===== src/rtl/nand_phy_wr_burst_ctrl.sv =====
// rtl/nand_phy_wr_burst_ctrl.sv - NAND NV-DDR data-input burst sequencer (DQ/DQS write path)
// Optional: NAND_WR_UNDERRUN_CNT_EN adds the underrun_cnt output.
module nand_phy_wr_burst_ctrl #(
    parameter int DATA_WIDTH    = 8,
    parameter int LEN_WIDTH     = 16,
    parameter int PREAMBLE_CYC  = 2,
    parameter int POSTAMBLE_CYC = 1
) (
    input  logic                    clk0,
    input  logic                    rst0_n,
    input  logic                    start,
    input  logic [LEN_WIDTH-1:0]    burst_len,
    input  logic                    abort,
    input  logic [2*DATA_WIDTH-1:0] wr_word,
    input  logic                    wr_word_valid,
    output logic                    wr_word_ready,
    output logic [DATA_WIDTH-1:0]   wr_data_rise,
    output logic [DATA_WIDTH-1:0]   wr_data_fall,
    output logic                    dq_oe_n,
    output logic                    dqs_oe_n,
    output logic                    dqs_toggle_en,
    output logic                    busy,
`ifdef NAND_WR_UNDERRUN_CNT_EN
    output logic [15:0]             underrun_cnt,
`endif
    output logic                    done
);

    typedef enum logic [1:0] {
        S_IDLE = 2'd0,
        S_PRE  = 2'd1,
        S_DATA = 2'd2,
        S_POST = 2'd3
    } state_t;

    localparam logic [15:0] PRE_LOAD  = 16'(PREAMBLE_CYC - 1);
    // One extra POST cycle carries the final word's DQS pulse before the quiet postamble.
    localparam logic [15:0] POST_LOAD = 16'(POSTAMBLE_CYC);

    state_t                  r_state;
    state_t                  w_next_state;
    logic [15:0]             r_phase_cnt;
    logic [LEN_WIDTH-1:0]    r_remain;
    logic                    r_ready;
    logic [DATA_WIDTH-1:0]   r_rise;
    logic [DATA_WIDTH-1:0]   r_fall;
    logic                    r_dq_oe_n;
    logic                    r_dqs_oe_n;
    logic                    r_toggle;
    logic                    r_busy;
    logic                    r_done;

    logic                    w_accept;
    logic                    w_start_go;
    logic                    w_start_zero;
    logic                    w_last_accept;
    logic                    w_post_end;

    assign w_accept      = (r_state == S_DATA) && r_ready && wr_word_valid && !abort;
    assign w_start_go    = (r_state == S_IDLE) && start && (burst_len != '0);
    assign w_start_zero  = (r_state == S_IDLE) && start && (burst_len == '0);
    assign w_last_accept = w_accept && (r_remain == LEN_WIDTH'(1));
    assign w_post_end    = (r_state == S_POST) && !abort && (r_phase_cnt == 16'd0);

    always_comb begin
        w_next_state = r_state;
        case (r_state)
            S_IDLE: begin
                if (w_start_go) begin
                    w_next_state = S_PRE;
                end
            end
            S_PRE: begin
                if (abort) begin
                    w_next_state = S_IDLE;
                end else if (r_phase_cnt == 16'd0) begin
                    w_next_state = S_DATA;
                end
            end
            S_DATA: begin
                if (abort) begin
                    w_next_state = S_IDLE;
                end else if (w_last_accept) begin
                    w_next_state = S_POST;
                end
            end
            S_POST: begin
                if (abort || (r_phase_cnt == 16'd0)) begin
                    w_next_state = S_IDLE;
                end
            end
            default: w_next_state = S_IDLE;
        endcase
    end

    always_ff @(posedge clk0) begin
        if (!rst0_n) begin
            r_state     <= S_IDLE;
            r_phase_cnt <= 16'd0;
            r_remain    <= '0;
        end else begin
            r_state <= w_next_state;
            if (r_state == S_IDLE) begin
                r_phase_cnt <= PRE_LOAD;
                r_remain    <= burst_len;
            end else begin
                if ((r_state == S_DATA) && (w_next_state == S_POST)) begin
                    r_phase_cnt <= POST_LOAD;
                end else if (r_phase_cnt != 16'd0) begin
                    r_phase_cnt <= r_phase_cnt - 16'd1;
                end
                if (w_accept) begin
                    r_remain <= r_remain - LEN_WIDTH'(1);
                end
            end
        end
    end

    // Enables, ready and busy are registered from the next state so they line up with the state.
    always_ff @(posedge clk0) begin
        if (!rst0_n) begin
            r_ready    <= 1'b0;
            r_rise     <= '0;
            r_fall     <= '0;
            r_dq_oe_n  <= 1'b1;
            r_dqs_oe_n <= 1'b1;
            r_toggle   <= 1'b0;
            r_busy     <= 1'b0;
            r_done     <= 1'b0;
        end else begin
            r_ready    <= (w_next_state == S_DATA);
            r_dq_oe_n  <= (w_next_state == S_IDLE);
            r_dqs_oe_n <= (w_next_state == S_IDLE);
            r_busy     <= (w_next_state != S_IDLE);
            r_toggle   <= w_accept;
            r_done     <= w_start_zero || w_post_end;
            if (w_start_go) begin
                r_rise <= '0;
                r_fall <= '0;
            end else if (w_accept) begin
                r_rise <= wr_word[DATA_WIDTH-1:0];
                r_fall <= wr_word[2*DATA_WIDTH-1:DATA_WIDTH];
            end
        end
    end

`ifdef NAND_WR_UNDERRUN_CNT_EN
    logic [15:0] r_underrun_cnt;

    always_ff @(posedge clk0) begin
        if (!rst0_n) begin
            r_underrun_cnt <= 16'd0;
        end else if ((r_state == S_IDLE) && start) begin
            r_underrun_cnt <= 16'd0;
        end else if ((r_state == S_DATA) && !wr_word_valid && (r_underrun_cnt != 16'hFFFF)) begin
            r_underrun_cnt <= r_underrun_cnt + 16'd1;
        end
    end

    assign underrun_cnt = r_underrun_cnt;
`endif

    assign wr_word_ready = r_ready;
    assign wr_data_rise  = r_rise;
    assign wr_data_fall  = r_fall;
    assign dq_oe_n       = r_dq_oe_n;
    assign dqs_oe_n      = r_dqs_oe_n;
    assign dqs_toggle_en = r_toggle;
    assign busy          = r_busy;
    assign done          = r_done;

endmodule


===== config.mk =====
export PLATFORM = sky130hd
export DESIGN_NAME = nand_phy_wr_burst_ctrl
export DESIGN_NICKNAME = d
export VERILOG_FILES = /design/src/rtl/nand_phy_wr_burst_ctrl.sv
export SDC_FILE = /design/constraint.sdc
export NUM_CORES = 1
export LEC_CHECK = 0
export CAP_MARGIN = 20
export CORE_MARGIN = 1
export CORE_UTILIZATION = 25
export CTS_CLUSTER_DIAMETER = 50
export DETAILED_ROUTE_END_ITERATION = 12
export HOLD_SLACK_MARGIN = 0.03
export SYNTH_ARGS = -nofsm -noshare
export SYNTH_HDL_FRONTEND = slang
export SYNTH_SLANG_ARGS = --single-unit

===== constraint.sdc =====
create_clock -name clk0 -period 4.21 [get_ports clk0]
set_input_delay 0.842 -clock clk0 [delete_from_list [all_inputs] [get_ports clk0]]
set_output_delay 0.842 -clock clk0 [all_outputs]
set_load 0.05 [all_outputs]

=== After elaboration in Yosys (flattened, before gate mapping) ===
Index checks and enable logic that the tools add are counted.

* Bits of input ports: 37
* Output and inout bits: 22
* Register bits after elaboration: 55
* Word-level logic and storage cells: 56

* Equal/unequal tests: 6
* Multiplexer cells: 12
* Bitwise operators: 1
* Add/subtract/negate cells: 2
* Reductions and logical operators: 24

{| class="wikitable"
|+ Operators with widths
! operator !! number
|-
| zero test 16 bit || 2
|-
| 2-to-1 mux 16 bit || 2
|-
| nonzero test 16 bit || 2
|-
| subtractor 16 x 1 -> 16 bit, second input constant || 2
|-
| == test 16 x 1 -> 1 bit, second input constant || 1
|-
| 2-to-1 mux 2 bit || 6
|-
| logical AND 1 bit || 10
|-
| == test 2 bit, second input constant || 4
|-
| one-hot mux 2 bit (4 select lines) || 1
|-
| zero test 2 bit || 2
|-
| nonzero test 2 bit || 2
|-
| 2-to-1 mux 1 bit || 3
|-
| nonzero test 3 bit || 1
|-
| OR reduction 3 bit || 1
|-
| == test 2 x 1 -> 1 bit, second input constant || 1
|-
| logical OR 1 bit || 2
|-
| OR reduction 2 bit || 1
|-
| zero test 1 bit || 1
|-
| inverter 1 bit || 1
|}

=== Logic depth before layout (Yosys ltp) ===
* Depth after elaboration: 12
* Gate-level depth with buffers: 7
* Depth with buffers taken out: 7

=== Worst setup path before layout ===
OpenSTA, ideal clock, no wires.

* Kind: input to register
* Start: input abort
* End: register r_remain[14]
* Stages on the path: 5
* Path slack: 1.947 ns
* Library setup time: 0.115 ns
* Buffers on the path: 0
* Data arrival time: 2.148 ns
* Cells stage by stage: nand2b_1 > nor3_1 > nand3_1 > o311a_1 > o21a_1

* Cells in the longest elaborated chain, start to end: 3

{| class="wikitable"
|+ RTL lines
! element !! line !! source
|-
| from (decl) || 13 || <nowiki>input logic abort,</nowiki>
|-
| zero test 1 bit || 59 || <nowiki>assign w_accept = (r_state == S_DATA) && r_ready && wr_word_valid && !abort;</nowiki>
|-
| logical AND 1 bit || 59 ||
|-
| nonzero test 2 bit (no line) || -- ||
|-
| to (signal assigned) || 105 || <nowiki>r_remain <= burst_len;</nowiki>
|-
| to (signal assigned) || 113 || <nowiki>r_remain <= r_remain - LEN_WIDTH'(1);</nowiki>
|-
| to (decl) || 43 || <nowiki>logic [LEN_WIDTH-1:0] r_remain;</nowiki>
|}

No other way between the ends.
A chain may end at the register's enable or synchronous reset.

=== Worst setup path after layout ===
Same ends and word-level chain as after synthesis.

==> key figures <==
Outcome
  – Status: finished, final reports clean

Routing
  – Vias per inst: 4.83
  – Final wirelength: between 6000 and 7000 um
  – Via count: approximately 2.4k
  – DRT iter0 DRCs: 98
  – Routed len/inst: about 13 um
  – Post-DRT Antenna Nets: 0
  – Detailed-route DRC error count: 0
  – First-pass detailed-route iteration total: 4

Critical path
  – Crit path capture type: flop
  – CP required: about 4.4 ns
  – Startpoint types: input pin
  – Crit path DAT: around 2.8 ns
  – Setup CP Type: in2reg
  – Crit path max fanout: 10

Cells and area
  – Share of cells above drive strength 1: under 10%
  – Layout Cells excl Fill: 495
  – Area grow syn2layout: 32.0%
  – Cell area after layout: between 3000 and 4000 um2
  – Ant. Diodes: 0
  – Layout Nets: 401

Clocking
  – # Post-CTS Setup Buffers: 0
  – Num CTS Buffers: 5
  – CTS tree: built
  – CTS resizes: 0
  – Clock sink count: between 50 and 60
  – Number of hold buffers added after CTS: 0
  – Root Buffer: clkbuf_8
  – Worst-path clk slew: ~0.10 ns
  – H-tree depth: 2
  – Clock Path Buffers: 2
  – Clk Latency, worst-skew pair: 0.30 ns

Yosys
  – Flops & latches, synth: 55
  – Post-Syn Area: approximately 2500 um2
  – Async S/R FF share, synth: 0%
  – Top_reg_cell synth: dfxtp_1
  – Synth area leader: dfxtp_1
  – EDFF count, synth: 0
  – Synth top area share: between 40% and 50%
  – Syn nets: 345
  – Seq/Total Area, Yosys: a little over two fifths
  – Synth top area cells: dfxtp_1, nand2_1, a21oi_1
  – Avg Inst Size Synth: 8.30 um2
  – Count of different cell masters after synthesis: 53
  – Synth Warn #: 0
  – Synth Instances: 305

Floorplanning
  – Ports: about 60
  – Initial Utilization: about 26%
  – Core Region: 9770 um2
  – Die Y: 103 um
  – Die area: roughly 11000 um2
  – FP Rows: 36
  – DIE WIDTH: a little over 100 um

Hold path
  – Worst Hold Class: reg2reg

STA
  – Unrepaired setup endpoints after global routing: no
  – Worst setup margin: 1.61 ns
  – Slew @ Worst Pin: between 0.6 and 0.7 ns
  – Fin crit share: about 62%
  – Final min period: roughly 2.6 ns
  – Fmax: 385 MHz
  – Worst Skew: roughly 0.0066 ns
  – Final Hold Fails: 0
  – Setup violations, final: 0
  – Final TNS setup: 0 ns
  – Relative slew slack: 54.2%
  – Fin. max-slew vios: 0

Global routing
  – Largest net degree at the start of global routing: 28
  – First-pass GRT wire length: between 10000 and 15000 um
  – Total GRT Usage: approximately 13%
  – GR Overflow Total: 0
  – Vias in the first global route: between 2k and 2.5k
  – Initial antenna violation count: 0

Placed design
  – Place WS: around 1.3 ns
  – Gp weighted congestion: between 0.8 and 0.9
  – DPL Wire Length: roughly 4700 um
  – Placed cell areas: between 3000 and 4000 um2
  – Dpl cells: roughly 500
  – Port Buffers: between 50 and 60

Pwr
  – PwrDens: 352 nW/um2
  – Total power: 1.18 mW
  – Peak VDD IR: between 100 and 150 uV
  – Leak: between 1 and 1.5 nW

Flow run
  – Max-cap viol count: 0
## worst paths after layout
path | startpoint | end | slack, ns | cells past startpoint
setup / recovery | abort | r_remain[14]$_SDFFE_PN0P_ | 1.61 | 6
hold / removal | wr_data_fall[0]$_SDFFE_PP0P_ | wr_data_fall[0]$_SDFFE_PP0P_ | 0.46 | 2
setup reg to reg | r_phase_cnt[3]$_SDFFE_PP0N_ | busy$_SDFF_PN0_ | 1.88 | 5
hold reg to reg | wr_data_fall[0]$_SDFFE_PP0P_ | wr_data_fall[0]$_SDFFE_PP0P_ | 0.46 | 2
## layout by cell type, fill, tap and decap left out, types with 3 or more instances in the layout
master / count
a31oi_1: 4
mux2i_1: 3
o311ai_0: 3
a22oi_1: 3
nand2b_1: 3
nor2b_1: 5
dfxtp_1: 55
nand2_1: 46
and3_1: 3
nand4_1: 4
xnor2_1: 11
nor4_1: 9
ha_1: 3
o21a_1: 3
a21oi_1: 33
a32oi_1: 3
buf_4: 4
o211ai_1: 3
inv_1: 5
nand3_1: 3
clkdlybuf4s50_1: 58
clkbuf_8: 5
nor3_1: 8
nor2_1: 38
or3_1: 4
o21ai_0: 5
## metrics by stage
| stage | hold WS (ns) | util [%] |
|---|---|---|
| 2_1_floorplan | 0.462 | - |
| 3_3_place_gp | 0.446 | 33.3 |
| 3_5_place_dp | 0.451 | 33.3 |
| 4_1_cts | 0.467 | 34.2 |
| 5_1_grt | 0.491 | 34.2 |
| 6_report | 0.463 | 34.2 |
## state kept, by name, summed over array words and instances, names as in the netlist
| name | flops |
|---|---|
| r_phase_cnt | 16 |
| r_state | 2 |
| wr_data_rise | 8 |
| dqs_oe_n | 1 |
| r_remain | 16 |
| wr_data_fall | 8 |
| done | 1 |
| busy | 1 |
| wr_word_ready | 1 |
| dqs_toggle_en | 1 |
## final cells by class
| class | count | area [um2] |
|---|---|---|
| Multi-Input combinational cell | 231 | 1360 |
| Timing Repair Buffer | 62 | 611 |
| Inverter | 6 | 22.5 |
| Sequential cell | 55 | 1100 |
| Clock buffer | 6 | 72.6 |
| Tap cell | 133 | 166 |
| Fill cell | 1017 | 6430 |
| Clock inverter | 2 | 12.5 |
## routing by layer
| metal | vias to the layer above | GRT usage [%] | share of wire (%) |
|---|---|---|---|
| li1 | 1195 | - | - |
| met5 | - | 0 | 0 |
| met3 | 8 | 2.44 | 4.5 |
| met2 | 66 | 20.7 | 47 |
| met4 | 0 | 4.84 | 1.4 |
| met1 | 1123 | 16.3 | 47 |
## cells by family (layout without fill, tap and decap cells)
family | count (synthesis) | in the layout | synth area share, %
AND/OR/NAND/NOR | 140 | 140 | 27.6
AO/OA/AOI/OAI | 71 | 71 | 18.2
flip-flops | 55 | 55 | 43.5
buffers and inverters | 19 | 76 | 3.11
XOR/XNOR | 13 | 13 | 4.50
multiplexers | 4 | 4 | 1.63
adder cells (fa/ha/maj) | 3 | 3 | 1.48
## power breakdown
part           internal (mW)  switching (mW)
Clock                  0.117           0.174
Combinational          0.143           0.168
Sequential             0.548          0.0275
Total                  0.807           0.370
## critical path, cell delays in order
cell and delay (ns):
clkdlybuf4s50_1 0.49, nand2b_1 0.22, nor3_2 0.50, nand3_1 0.24, o311a_1 0.34, o21a_1 0.16
## cells in the mapped netlist (all sizes together) (4+ instances only)
master / instances
a21oi: 33
a31oi: 4
and3: 4
clkbuf: 10
dfxtp: 55
inv: 5
nand2: 47
nand4: 4
nor2: 38
nor2b: 5
nor3: 9
nor4: 10
o21ai: 6
o311ai: 4
or3: 5
xnor2: 11
Note: power is estimated with default switching activity, not from simulation.
